<file path="src/rtl/riscv_mem_stage.sv">
// riscv_mem_stage: MEM stage of the 5-stage RISC-V pipeline.
// Issues word loads/stores on a req/gnt/rvalid bus, stalls upstream while an
// access is outstanding, resolves branches and registers the MEM/WB fields.
module riscv_mem_stage #(
    parameter  int XLEN          = 32,
    parameter  int REGFILE_COUNT = 32,
    localparam int RW            = $clog2(REGFILE_COUNT)
) (
    input  logic            clk_i,
    input  logic            rst_i,
    input  logic            valid_i,
    input  logic            alu_zero_i,
    input  logic [XLEN-1:0] alu_out_i,
    input  logic [XLEN-1:0] rs2_data_i,
    input  logic [XLEN-1:0] jp_addr_i,
    input  logic [RW-1:0]   rd_i,
    input  logic            mem_to_reg_i,
    input  logic            reg_write_i,
    input  logic            mem_read_i,
    input  logic            mem_write_i,
    input  logic            branch_i,
    output logic            stall_o,
    output logic            pc_src_o,
    output logic [XLEN-1:0] branch_target_o,
    output logic            dmem_req_o,
    output logic            dmem_we_o,
    output logic [XLEN-1:0] dmem_addr_o,
    output logic [XLEN-1:0] dmem_wdata_o,
    output logic [3:0]      dmem_be_o,
    input  logic            dmem_gnt_i,
    input  logic            dmem_rvalid_i,
    input  logic [XLEN-1:0] dmem_rdata_i,
    output logic            valid_o,
    output logic            mem_to_reg_o,
    output logic            reg_write_o,
    output logic            misalign_o,
    output logic [XLEN-1:0] mem_rdata_o,
    output logic [XLEN-1:0] alu_out_o,
    output logic [RW-1:0]   rd_o
);

    typedef enum logic [1:0] {IDLE, REQ, WAIT} state_t;

    state_t          state_q, state_d;
    logic            mem_op, aligned, access, misaligned, rdata_cap;
    logic            valid_q, valid_d, mem_to_reg_q, mem_to_reg_d;
    logic            reg_write_q, reg_write_d, misalign_q, misalign_d;
    logic [XLEN-1:0] mem_rdata_q, mem_rdata_d, alu_out_q, alu_out_d;
    logic [RW-1:0]   rd_q, rd_d;

    assign mem_op     = valid_i & (mem_read_i | mem_write_i);
    assign aligned    = (alu_out_i[1:0] == 2'b00);
    assign access     = mem_op & aligned;
    assign misaligned = mem_op & ~aligned;

    // Bus fields are pure functions of the held EX/MEM inputs.
    assign dmem_addr_o     = {alu_out_i[XLEN-1:2], 2'b00};
    assign dmem_wdata_o    = rs2_data_i;
    assign dmem_we_o       = access & mem_write_i;
    assign dmem_be_o       = {4{dmem_we_o}};
    assign pc_src_o        = valid_i & branch_i & alu_zero_i;
    assign branch_target_o = jp_addr_i;

    // Access FSM state register
    always_ff @(posedge clk_i or posedge rst_i) begin
        if (rst_i) state_q <= IDLE;
        else       state_q <= state_d;
    end

    // Next state: stores finish on grant, loads wait for rvalid
    always_comb begin
        state_d = state_q;
        case (state_q)
            IDLE: if (access) state_d = dmem_gnt_i ? (mem_write_i ? IDLE : WAIT) : REQ;
            REQ:  if (dmem_gnt_i) state_d = mem_write_i ? IDLE : WAIT;
            WAIT: if (dmem_rvalid_i) state_d = IDLE;
            default: state_d = IDLE;
        endcase
    end

    // FSM outputs: request, stall and load-data capture strobe
    always_comb begin
        dmem_req_o = 1'b0;
        stall_o    = 1'b0;
        rdata_cap  = 1'b0;
        case (state_q)
            IDLE: begin
                dmem_req_o = access;
                stall_o    = access & ~(dmem_gnt_i & mem_write_i);
            end
            REQ: begin
                dmem_req_o = 1'b1;
                stall_o    = ~(dmem_gnt_i & mem_write_i);
            end
            WAIT: begin
                stall_o   = ~dmem_rvalid_i;
                rdata_cap = dmem_rvalid_i;
            end
            default: ;
        endcase
    end

    // MEM/WB next values: advance when not stalled, else inject a bubble
    always_comb begin
        valid_d      = valid_q;
        mem_to_reg_d = mem_to_reg_q;
        reg_write_d  = reg_write_q;
        misalign_d   = misalign_q;
        alu_out_d    = alu_out_q;
        rd_d         = rd_q;
        mem_rdata_d  = mem_rdata_q;
        if (!stall_o) begin
            valid_d      = valid_i;
            mem_to_reg_d = mem_to_reg_i;
            reg_write_d  = reg_write_i & ~misaligned;
            misalign_d   = misaligned;
            alu_out_d    = alu_out_i;
            rd_d         = rd_i;
        end else begin
            valid_d     = 1'b0;
            reg_write_d = 1'b0;
        end
        if (rdata_cap) mem_rdata_d = dmem_rdata_i;
    end

    // MEM/WB pipeline register
    always_ff @(posedge clk_i or posedge rst_i) begin
        if (rst_i) begin
            valid_q      <= 1'b0;
            mem_to_reg_q <= 1'b0;
            reg_write_q  <= 1'b0;
            misalign_q   <= 1'b0;
            alu_out_q    <= '0;
            rd_q         <= '0;
            mem_rdata_q  <= '0;
        end else begin
            valid_q      <= valid_d;
            mem_to_reg_q <= mem_to_reg_d;
            reg_write_q  <= reg_write_d;
            misalign_q   <= misalign_d;
            alu_out_q    <= alu_out_d;
            rd_q         <= rd_d;
            mem_rdata_q  <= mem_rdata_d;
        end
    end

    assign valid_o      = valid_q;
    assign mem_to_reg_o = mem_to_reg_q;
    assign reg_write_o  = reg_write_q;
    assign misalign_o   = misalign_q;
    assign alu_out_o    = alu_out_q;
    assign rd_o         = rd_q;
    assign mem_rdata_o  = mem_rdata_q;

endmodule

</file>
<file path="config.mk">
export PLATFORM = sky130hd
export DESIGN_NAME = riscv_mem_stage
export DESIGN_NICKNAME = d
export VERILOG_FILES = /design/src/rtl/riscv_mem_stage.sv
export SDC_FILE = /design/constraint.sdc
export NUM_CORES = 1
export LEC_CHECK = 0
export BUFFER_PORTS_ARGS = -buffer_cell sky130_fd_sc_hd__buf_2
export CORE_AREA = 5 5 120 122
export DETAILED_ROUTE_END_ITERATION = 7
export DIE_AREA = 0 0 125 127
export GPL_TIMING_DRIVEN = 0
export PLACE_DENSITY = 0.66
export RECOVER_POWER = 25
export SLEW_MARGIN = 25
export SYNTH_ARGS = -nofsm -noshare
export SYNTH_HDL_FRONTEND = slang
export SYNTH_SLANG_ARGS = --single-unit
</file>
<file path="constraint.sdc">
create_clock -name clk_i -period 2.02 [get_ports clk_i]
set_input_delay 0.101 -clock clk_i [delete_from_list [all_inputs] [get_ports clk_i]]
set_output_delay 0.101 -clock clk_i [all_outputs]
set_load 0.02 [all_outputs]
</file>
Yosys cells after proc, flatten, opt, wreduce, memory -nomap -nowiden
Cells that the tools add are included.

storage, ports and cells
  latch bits = 0
  logic and storage cells = 41
  input port bits = 144
  memories = 0
  flip-flop bits (word level) = 75
  bits in read-only memories = 0
  memory bits (writable) = 0
  output and inout port bits = 177

cells by class
  $add $sub $neg = 0
  div/mod/pow operators = 0
  shifts and indexed selects = 0
  muxes and demuxes = 11
  $lt $le $gt $ge = 0
  equality and inequality tests = 5
  multipliers = 0
  bitwise operators = 14
  reduce and logical (&&, ||, !) cells = 3

operators with widths
  cell                                                             number
  2-bit 2-to-1 mux                                                 5
  1-bit bitwise AND                                                9
  2-bit != test, second input constant                             3
  2-bit one-hot mux with 3 select lines                            1
  2-bit zero test                                                  2
  1-bit inverter                                                   4
  1-bit 2-to-1 mux                                                 3
  1-bit one-hot mux with 3 select lines                            1
  3-bit AND reduction                                              1
  2-bit by 1-bit == test with 1-bit output, second input constant  1
  2-bit == test, second input constant                             1
  1-bit one-hot mux with 2 select lines                            1
  1-bit bitwise OR                                                 1

Logic depth before layout (Yosys ltp)
Gate-level depths: netlist (run 1).

  depth after elaboration = 6
  depth in mapped cells = 5
  mapped depth without buffers = 4

Worst setup path before layout (run 1)
Ideal clock, no wire load.

  path kind = reg-to-reg
  start point = register state_q[1]
  end point = register alu_out_q[0] (netlist: alu_out_o[0])
  arrival time = 1.465 ns
  path buffers = 1
  stages on the path, launching flop included = 4
  required time = 1.895 ns
  period minus slack after synthesis = 1.590 ns
  setup time = 0.125 ns
  slack = 0.430 ns
  cells stage by stage = dfrtp_1 -> o41ai_4 -> buf_6 -> mux2_4

between the ends
  longest elaborated chain between the ends = 2
  elaborated cells between the ends (all ways) = 4
  classes of those cells = eq/ne: 2; mux: 1; reduce/logical: 1

RTL lines
  what                                     line  RTL
  start, declared                          44    state_t state_q, state_d;
  start signal, assigned                   67    else state_q <= state_d;
  2-bit == test (tied with other cells)    86    case (state_q)
  1-bit one-hot mux with 3 select lines *  86
  net stall_o                              22    output logic stall_o,
  end signal, assigned                     141   alu_out_q <= alu_out_d;
  end, declared                            48    logic [XLEN-1:0] mem_rdata_q, mem_rdata_d, alu_out_q, alu_out_d;

The timed path passes the listed nets; every way through them passes the cells marked *.
A chain may end at the register's enable or synchronous reset.

Worst setup path after layout (run 1)
  start point = register state_q[1]
  end point = output port stall_o

between the ends
  longest elaborated chain between the ends = 2
  elaborated cells between the ends (all ways) = 4
  classes of those cells = eq/ne: 2; mux: 1; reduce/logical: 1

RTL lines
  what                                     line
  2-bit == test (tied with other cells)    86
  1-bit one-hot mux with 3 select lines *  86
  end, declared                            22

Mark *: on every way between the ends. The rest lies on a longest branch, timed or not.

==> results of run 1 <==
==> registers in the layout, indices dropped and copies added (netlist names) <==
| register | cells |
|---|---|
| alu_out_o | 32 |
| valid_o | 1 |
| mem_rdata_o | 32 |
| mem_to_reg_o | 1 |
| state_q | 2 |
| reg_write_o | 1 |
| rd_o | 5 |
| misalign_o | 1 |
==> worst max-delay path, stage by stage (launching register included) <==
cell and delay, ns:
sky130_fd_sc_hd__dfrtp_1 0.48, sky130_fd_sc_hd__nor3b_2 0.34, sky130_fd_sc_hd__a21oi_4 0.08, sky130_fd_sc_hd__o41ai_4 0.11, sky130_fd_sc_hd__buf_6 0.25, sky130_fd_sc_hd__buf_2 0.19
==> cells in the mapped netlist (all sizes together) <==
library cell  count
and2b             1
a31o              1
a32o              1
clkinv            1
o41ai             1
nor3              2
buf             107
o21a              1
or2               1
inv               2
nor3b             1
mux2             70
nand2             2
nor2              3
a21oi             4
dfrtp            75
o21ai             1
conb              1
nand3b            1
and3              2
==> cells by family (layout without fill, tap and decap cells) <==
family | Yosys count | after routing | share of synthesized area [%]
AO/OA/AOI/OAI | 9 | 9 | 2.47
buffers and inverters | 110 | 421 | 21.6
flip-flops | 75 | 75 | 49.3
multiplexers | 70 | 70 | 24.5
other | 1 | 2 | 0.0986
AND/OR/NAND/NOR | 13 | 13 | 2.04
==> worst max path at each step <==
stage	from	endpoint	cells after the start
floorplan	rst_i	alu_out_o[0]$_DFFE_PP0N_	1
global placement	rst_i	alu_out_o[22]$_DFFE_PP0N_	2
detailed placement	state_q[1]$_DFFE_PP0P_	alu_out_o[31]$_DFFE_PP0N_	3
CTS	state_q[1]$_DFFE_PP0P_	stall_o	3
global route	state_q[1]$_DFFE_PP0P_	stall_o	5
finish	state_q[1]$_DFFE_PP0P_	stall_o	5
==> repair_timing <==
item,in CTS,in global routing
endpoints found under the hold margin,63,0
setup endpoints to repair,1,0
hold buffers,40,0
==> through the flow <==
stage | worst slack [ns] | total power, W | TNS (ns) | area (um2)
6_report | 0.138 | 0.00548 | 0 | 5940
5_1_grt | 0.0254 | 0.00577 | 0 | 5940
4_1_cts | 0.0502 | 0.00559 | 0 | 6040
3_5_place_dp | 0.204 | 0.00387 | 0 | 5330
3_3_place_gp | -0.810 | 0.00382 | -60.16 | 5300
2_1_floorplan | 0.00903 | 0.00319 | 0 | 3810
==> power by group through the flow <==
stage / Clock, W / Combinational [W] / Sequential, W
6_report: 0.00162 / 0.00183 / 0.00203
3_5_place_dp: 0 / 0.00181 / 0.00205
2_1_floorplan: 0 / 0.000715 / 0.00247
5_1_grt: 0.00174 / 0.00196 / 0.00207
3_3_place_gp: 0 / 0.00179 / 0.00203
4_1_cts: 0.00169 / 0.00187 / 0.00203
==> routing by layer <==
layer	vias up	part of all wire (%)
met3	17	10
li1	1438	-
met5	-	0
met4	0	2.1
met1	1369	37
met2	198	50
==> cell type report <==
type                       instances  share of cell area (%)
clock buffer                       9                    3.79
buffer                           107                    13.7
timing repair buffer             295                    26.9
inverter                           3                   0.232
tap                              176                    3.71
clock inverter                     7                    1.39
multi-input combinational         94                    18.7
sequential                        75                    31.6
==> summary.json, run 1 <==
{
  "status": {"value": "finished clean"},
  "globalRouteMet3Util": {"value": 4.80, "unit": "%"},
  "area_growth_syn_to_layout": {"value": 56.0, "unit": "%"},
  "hold_path_class": {"value": "input port to register"},
  "detail_route.wirelength": {"value": 10500, "unit": "um"},
  "clockPowerShare": {"value": 29.6, "unit": "%"},
  "maximum_fanout_along_the_worst_path": {"value": 10},
  "critical_path_required": {"value": 1.92, "unit": "ns"},
  "fp.dieW": {"value": 125, "unit": "um"},
  "reg2regPathDepth": {"value": 5},
  "area_used_by_sequential_logic_in_the_layout": {"value": 0.00188, "unit": "mm2"},
  "clockBufferDepth": {"value": 2},
  "remaining_drc_errors": {"value": 0},
  "worstSetupStartpointType": {"value": "register"},
  "detailed_place_hpwl": {"value": 8410, "unit": "um"},
  "final_layout_size_suffix_gt1_share": {"value": 59.5, "unit": "%"},
  "min_to": {"value": "mem_rdata_o[10]$_DFFE_PP0P_"},
  "cts_repair_resize_count": {"value": 0},
  "total_leakage_power": {"value": 3.05, "unit": "nW"},
  "switching_share": {"value": 33.7, "unit": "%"},
  "fin_hold_ws": {"value": 0.0147, "unit": "ns"},
  "cts_tree": {"value": "yes"},
  "comb_power_share": {"value": 33.3, "unit": "%"},
  "multi_input_comb_area": {"value": 0.00111, "unit": "mm2"},
  "start_util": {"value": 29.1, "unit": "%"},
  "cts_post_setup_buffers_inserted": {"value": 0},
  "final.period_utilization": {"value": 93.2, "unit": "%"},
  "clock-sinks": {"value": 75},
  "power_density": {"value": 923, "unit": "mW/mm2"},
  "synth_top_area_cell": {"value": "sky130_fd_sc_hd__dfrtp_1"},
  "num_io_pins": {"value": 321},
  "grt_pass1_wl": {"value": 16100, "unit": "um"},
  "maximum_clock_frequency": {"value": 531, "unit": "MHz"},
  "nFillCells": {"value": 1216},
  "timing.setup.critical_path_class": {"value": "register to output port"},
  "place_inst": {"value": 710},
  "clock_insertion_delay_worst_skew": {"value": 0.33, "unit": "ns"},
  "worst_r2r_endpoint": {"value": "alu_out_o[31]$_DFFE_PP0N_"},
  "final_slew_violations": {"value": 0},
  "netlist_top_cells_area": {"value": "sky130_fd_sc_hd__dfrtp_1, sky130_fd_sc_hd__buf_4, sky130_fd_sc_hd__mux2_4"},
  "timing.hold.worst_path_depth": {"value": 2},
  "synth.avg_cell_area": {"value": 13.7, "unit": "um2"},
  "timing.final.crit_period": {"value": 1.88, "unit": "ns"},
  "power.sequential.fraction": {"value": 37.1, "unit": "%"},
  "cts-buffers-inserted": {"value": 9},
  "global_route.peak_usage_layer": {"value": "met2"},
  "syn_area": {"value": 0.00380, "unit": "mm2"},
  "route.detailed.wl_per_inst": {"value": 13.7, "unit": "um"},
  "relSlewSlack": {"value": 64.3, "unit": "%"},
  "n_antenna_cell": {"value": 0},
  "fin_nets": {"value": 729},
  "post-route-util": {"value": 45.4, "unit": "%"},
  "post_synth_inst_count": {"value": 278},
  "final_hold_viol_count": {"value": 0},
  "grt.overflow.total": {"value": 0},
  "detailedRoute.firstIterationViolations": {"value": 62},
  "fin_skew": {"value": 0.00905, "unit": "ns"},
  "die_area": {"value": 0.0159, "unit": "mm2"},
  "ir_drop": {"value": 0.353, "unit": "mV"},
  "met2_usage": {"value": 21.9, "unit": "%"},
  "max_slew.worst_pin.slew": {"value": 0.532, "unit": "ns"},
  "finalWeightedCongestion": {"value": 0.848},
  "clock_tree.root_cell": {"value": "sky130_fd_sc_hd__clkbuf_16"},
  "first_drt_pass_iteration_count": {"value": 4},
  "worstHoldStart": {"value": "dmem_rdata_i[10]"},
  "critical_path.reg2reg.startpoint": {"value": "state_q[1]$_DFFE_PP0P_"},
  "endpoint_kind": {"value": "output port"},
  "mostFrequentLayoutCell": {"value": "sky130_fd_sc_hd__buf_2"},
  "via_count": {"value": 3022},
  "first_global_vias": {"value": 3274},
  "ys_warn_count": {"value": 0},
  "core_area": {"value": 0.0131, "unit": "mm2"},
  "mostFrequentLayoutCells": {"value": "sky130_fd_sc_hd__buf_2, sky130_fd_sc_hd__buf_4, sky130_fd_sc_hd__clkbuf_1"},
  "antenna_violations_before_repair": {"value": 0},
  "final_cell_count_no_fill": {"value": 766},
  "crit_arrival": {"value": 1.78, "unit": "ns"},
  "drt.antenna.violating_nets": {"value": 0},
  "share_of_synthesized_area_occupied_by_flip_flops_and_latches": {"value": 49.3, "unit": "%"},
  "ys_seq_elements": {"value": 75},
  "grt_start_max_net_pins": {"value": 52},
  "placement.io_buffers": {"value": 254},
  "global_route.usage.met1": {"value": 13.2, "unit": "%"},
  "gr-usage-all-layers": {"value": 12.4, "unit": "%"},
  "synth_top_area_share": {"value": 49.3, "unit": "%"},
  "synthDistinctLibCells": {"value": 26},
  "rsz0062_at_grt": {"value": "false"},
  "cts.clk_slew.worst_paths": {"value": 0.06, "unit": "ns"},
  "switching_power": {"value": 0.00185, "unit": "W"},
  "setup-violations-final": {"value": 0},
  "reg2reg_setup_slack": {"value": 0.32, "unit": "ns"},
  "power.internal": {"value": 0.00363, "unit": "W"},
  "cts_max_level": {"value": 3},
  "placement_rows": {"value": 42},
  "timing.max_cap.violations": {"value": 0},
  "viasPerCell": {"value": 3.95},
  "die_h": {"value": 127, "unit": "um"}
}
Note: power is estimated with default switching activity, not from simulation.
==> run 2: changes to the inputs <==
--- a/config.mk
+++ b/config.mk
@@ -11,7 +11,7 @@
 export DIE_AREA = 0 0 125 127
 export GPL_TIMING_DRIVEN = 0
 export PLACE_DENSITY = 0.66
-export RECOVER_POWER = 25
+export RECOVER_POWER = 50
 export SLEW_MARGIN = 25
 export SYNTH_ARGS = -nofsm -noshare
 export SYNTH_HDL_FRONTEND = slang
==> summary.json, run 2 (synthesis gave the netlist of run 1 again) <==
{
  "first_drt_pass_iteration_count": {"value": 4},
  "place_inst": {"value": 710},
  "drt.antenna.violating_nets": {"value": 0},
  "ir_drop": {"value": 0.353, "unit": "mV"},
  "cts_max_level": {"value": 3},
  "status": {"value": "finished clean"},
  "relSlewSlack": {"value": 20.9, "unit": "%"},
  "fin_skew": {"value": 0.00903, "unit": "ns"},
  "final_slew_violations": {"value": 0},
  "total_leakage_power": {"value": 3.02, "unit": "nW"},
  "cts_tree": {"value": "yes"},
  "placement_rows": {"value": 42},
  "clock-sinks": {"value": 75},
  "fin_nets": {"value": 729},
  "place_area": {"value": 0.00533, "unit": "mm2"},
  "fp.dieW": {"value": 125, "unit": "um"},
  "via_count": {"value": 3022},
  "clockBufferDepth": {"value": 2},
  "clock_tree.root_cell": {"value": "sky130_fd_sc_hd__clkbuf_16"},
  "layout.cell_area.non_filler": {"value": 0.00592, "unit": "mm2"},
  "cts_post_setup_buffers_inserted": {"value": 0},
  "mostFrequentLayoutCells": {"value": "sky130_fd_sc_hd__buf_2, sky130_fd_sc_hd__buf_4, sky130_fd_sc_hd__clkbuf_1"},
  "die_h": {"value": 127, "unit": "um"},
  "critical-path-slowest-cell": {"value": "sky130_fd_sc_hd__dfrtp_1"},
  "n_antenna_cell": {"value": 0},
  "viasPerCell": {"value": 3.95},
  "clock_insertion_delay_worst_skew": {"value": 0.33, "unit": "ns"},
  "grt.overflow.total": {"value": 0},
  "timing.max_cap.violations": {"value": 0},
  "maximum_clock_frequency": {"value": 531, "unit": "MHz"},
  "gr-usage-all-layers": {"value": 12.4, "unit": "%"},
  "grt_start_max_net_pins": {"value": 52},
  "setup-violations-final": {"value": 0},
  "die_area": {"value": 0.0159, "unit": "mm2"},
  "detail_route.wirelength": {"value": 10500, "unit": "um"},
  "maximum_fanout_along_the_worst_path": {"value": 10},
  "cts-buffers-inserted": {"value": 9},
  "cts.clk_slew.worst_paths": {"value": 0.06, "unit": "ns"},
  "final.period_utilization": {"value": 93.2, "unit": "%"},
  "hold_path_class": {"value": "input port to register"},
  "timing.setup.critical_path_class": {"value": "register to output port"},
  "timing.final.crit_period": {"value": 1.88, "unit": "ns"},
  "crit_chain": {"value": "nor3b_2, a21oi_4, o41ai_4, buf_6, buf_2"},
  "rsz0062_at_grt": {"value": "false"},
  "cts_repair_resize_count": {"value": 0},
  "area_growth_syn_to_layout": {"value": 55.6, "unit": "%"},
  "max_slew.worst_pin.slew": {"value": 1.18, "unit": "ns"},
  "remaining_drc_errors": {"value": 0},
  "start_util": {"value": 29.1, "unit": "%"},
  "antenna_violations_before_repair": {"value": 0},
  "crit_arrival": {"value": 1.78, "unit": "ns"},
  "power": {"value": 0.00548, "unit": "W"},
  "endpoint_kind": {"value": "output port"},
  "num_io_pins": {"value": 321},
  "grt_pass1_wl": {"value": 16100, "unit": "um"},
  "worstSetupStartpointType": {"value": "register"},
  "reg2reg_setup_slack": {"value": 0.32, "unit": "ns"},
  "final_layout_size_suffix_gt1_share": {"value": 57.6, "unit": "%"},
  "route.detailed.wl_per_inst": {"value": 13.7, "unit": "um"},
  "detailed_place_hpwl": {"value": 8410, "unit": "um"},
  "final_hold_viol_count": {"value": 0},
  "placement.io_buffers": {"value": 254},
  "critical_path_required": {"value": 1.92, "unit": "ns"},
  "power_density": {"value": 925, "unit": "mW/mm2"},
  "final_cell_count_no_fill": {"value": 766},
  "first_global_vias": {"value": 3274},
  "finalWeightedCongestion": {"value": 0.848},
  "detailedRoute.firstIterationViolations": {"value": 62},
  "mostFrequentLayoutCell": {"value": "sky130_fd_sc_hd__buf_2"},
  "worst_path_largest_cell_delay": {"value": 0.48, "unit": "ns"},
  "core_area": {"value": 0.0131, "unit": "mm2"}
}
[run 2: changes by cell type in the layout (fill, tap and decap cells not counted)]
cell	previous run	this run
sky130_fd_sc_hd__buf_2	176	165
sky130_fd_sc_hd__clkinvlp_2	0	1
sky130_fd_sc_hd__inv_4	1	0
sky130_fd_sc_hd__clkbuf_1	81	92
[run 2: path summary, 6_finish.rpt]
path / start / end / cells after the start
hold / removal: dmem_rdata_i[10] / mem_rdata_o[10]$_DFFE_PP0P_ / 2
setup reg to reg: state_q[1]$_DFFE_PP0P_ / alu_out_o[31]$_DFFE_PP0N_ / 5
max in group asynchronous: rst_i / alu_out_o[12]$_DFFE_PP0N_ / 4
min in group asynchronous: rst_i / mem_rdata_o[26]$_DFFE_PP0P_ / 3
hold reg to reg: mem_rdata_o[27]$_DFFE_PP0P_ / mem_rdata_o[27]$_DFFE_PP0P_ / 1
setup / recovery: state_q[1]$_DFFE_PP0P_ / stall_o / 5
[run 2: area by class of cell]
cell class,instances,area (um2)
Tap cell,176,220
Multi-Input combinational cell,94,1110
Clock buffer,9,225
Clock inverter,7,82.6
Inverter,3,12.5
Sequential cell,75,1880
Buffer,107,811
Timing Repair Buffer,295,1580
Fill cell,1221,7160
[run 2: metrics by stage]
step                setup slack, ns  setup TNS, ns  utilization (%)  hold WS [ns]
CTS                          0.0502              0             46.1      0.000834
finish                        0.138              0             45.3        0.0147
global route                 0.0254              0             45.3       0.00360
global placement             -0.810         -60.16             40.5         0.316
detailed placement            0.204              0             40.7        0.0997
floorplan                   0.00903              0                -         0.172
[run 2: where the power goes]
group	switching (W)	total, W	internal, W
clock	0.000645	0.00162	0.000977
combinational	0.00102	0.00182	0.000804
sequential	0.000182	0.00203	0.00185
total	0.00185	0.00548	0.00363
[run 2: layer usage]
metal  part of all wire, %  global-route usage (%)  vias up
met4                   2.2                    5.55        0
li1                      -                       -     1438
met1                    37                    13.2     1369
met5                     0                       0        -
met3                    10                    4.80       17
met2                    50                    21.9      198
[run 2: critical path: cells and delay by family (launching register included)]
family / cells / cell delay (ns)
AO/OA/AOI/OAI: 2 / 0.19
buffers and inverters: 2 / 0.44
flip-flops: 1 / 0.48
AND/OR/NAND/NOR: 1 / 0.34
[run 2: what timing repair did]
action,CTS,global route
hold buffers,40,0
hold endpoints to repair,63,0
setup endpoints to repair,1,0
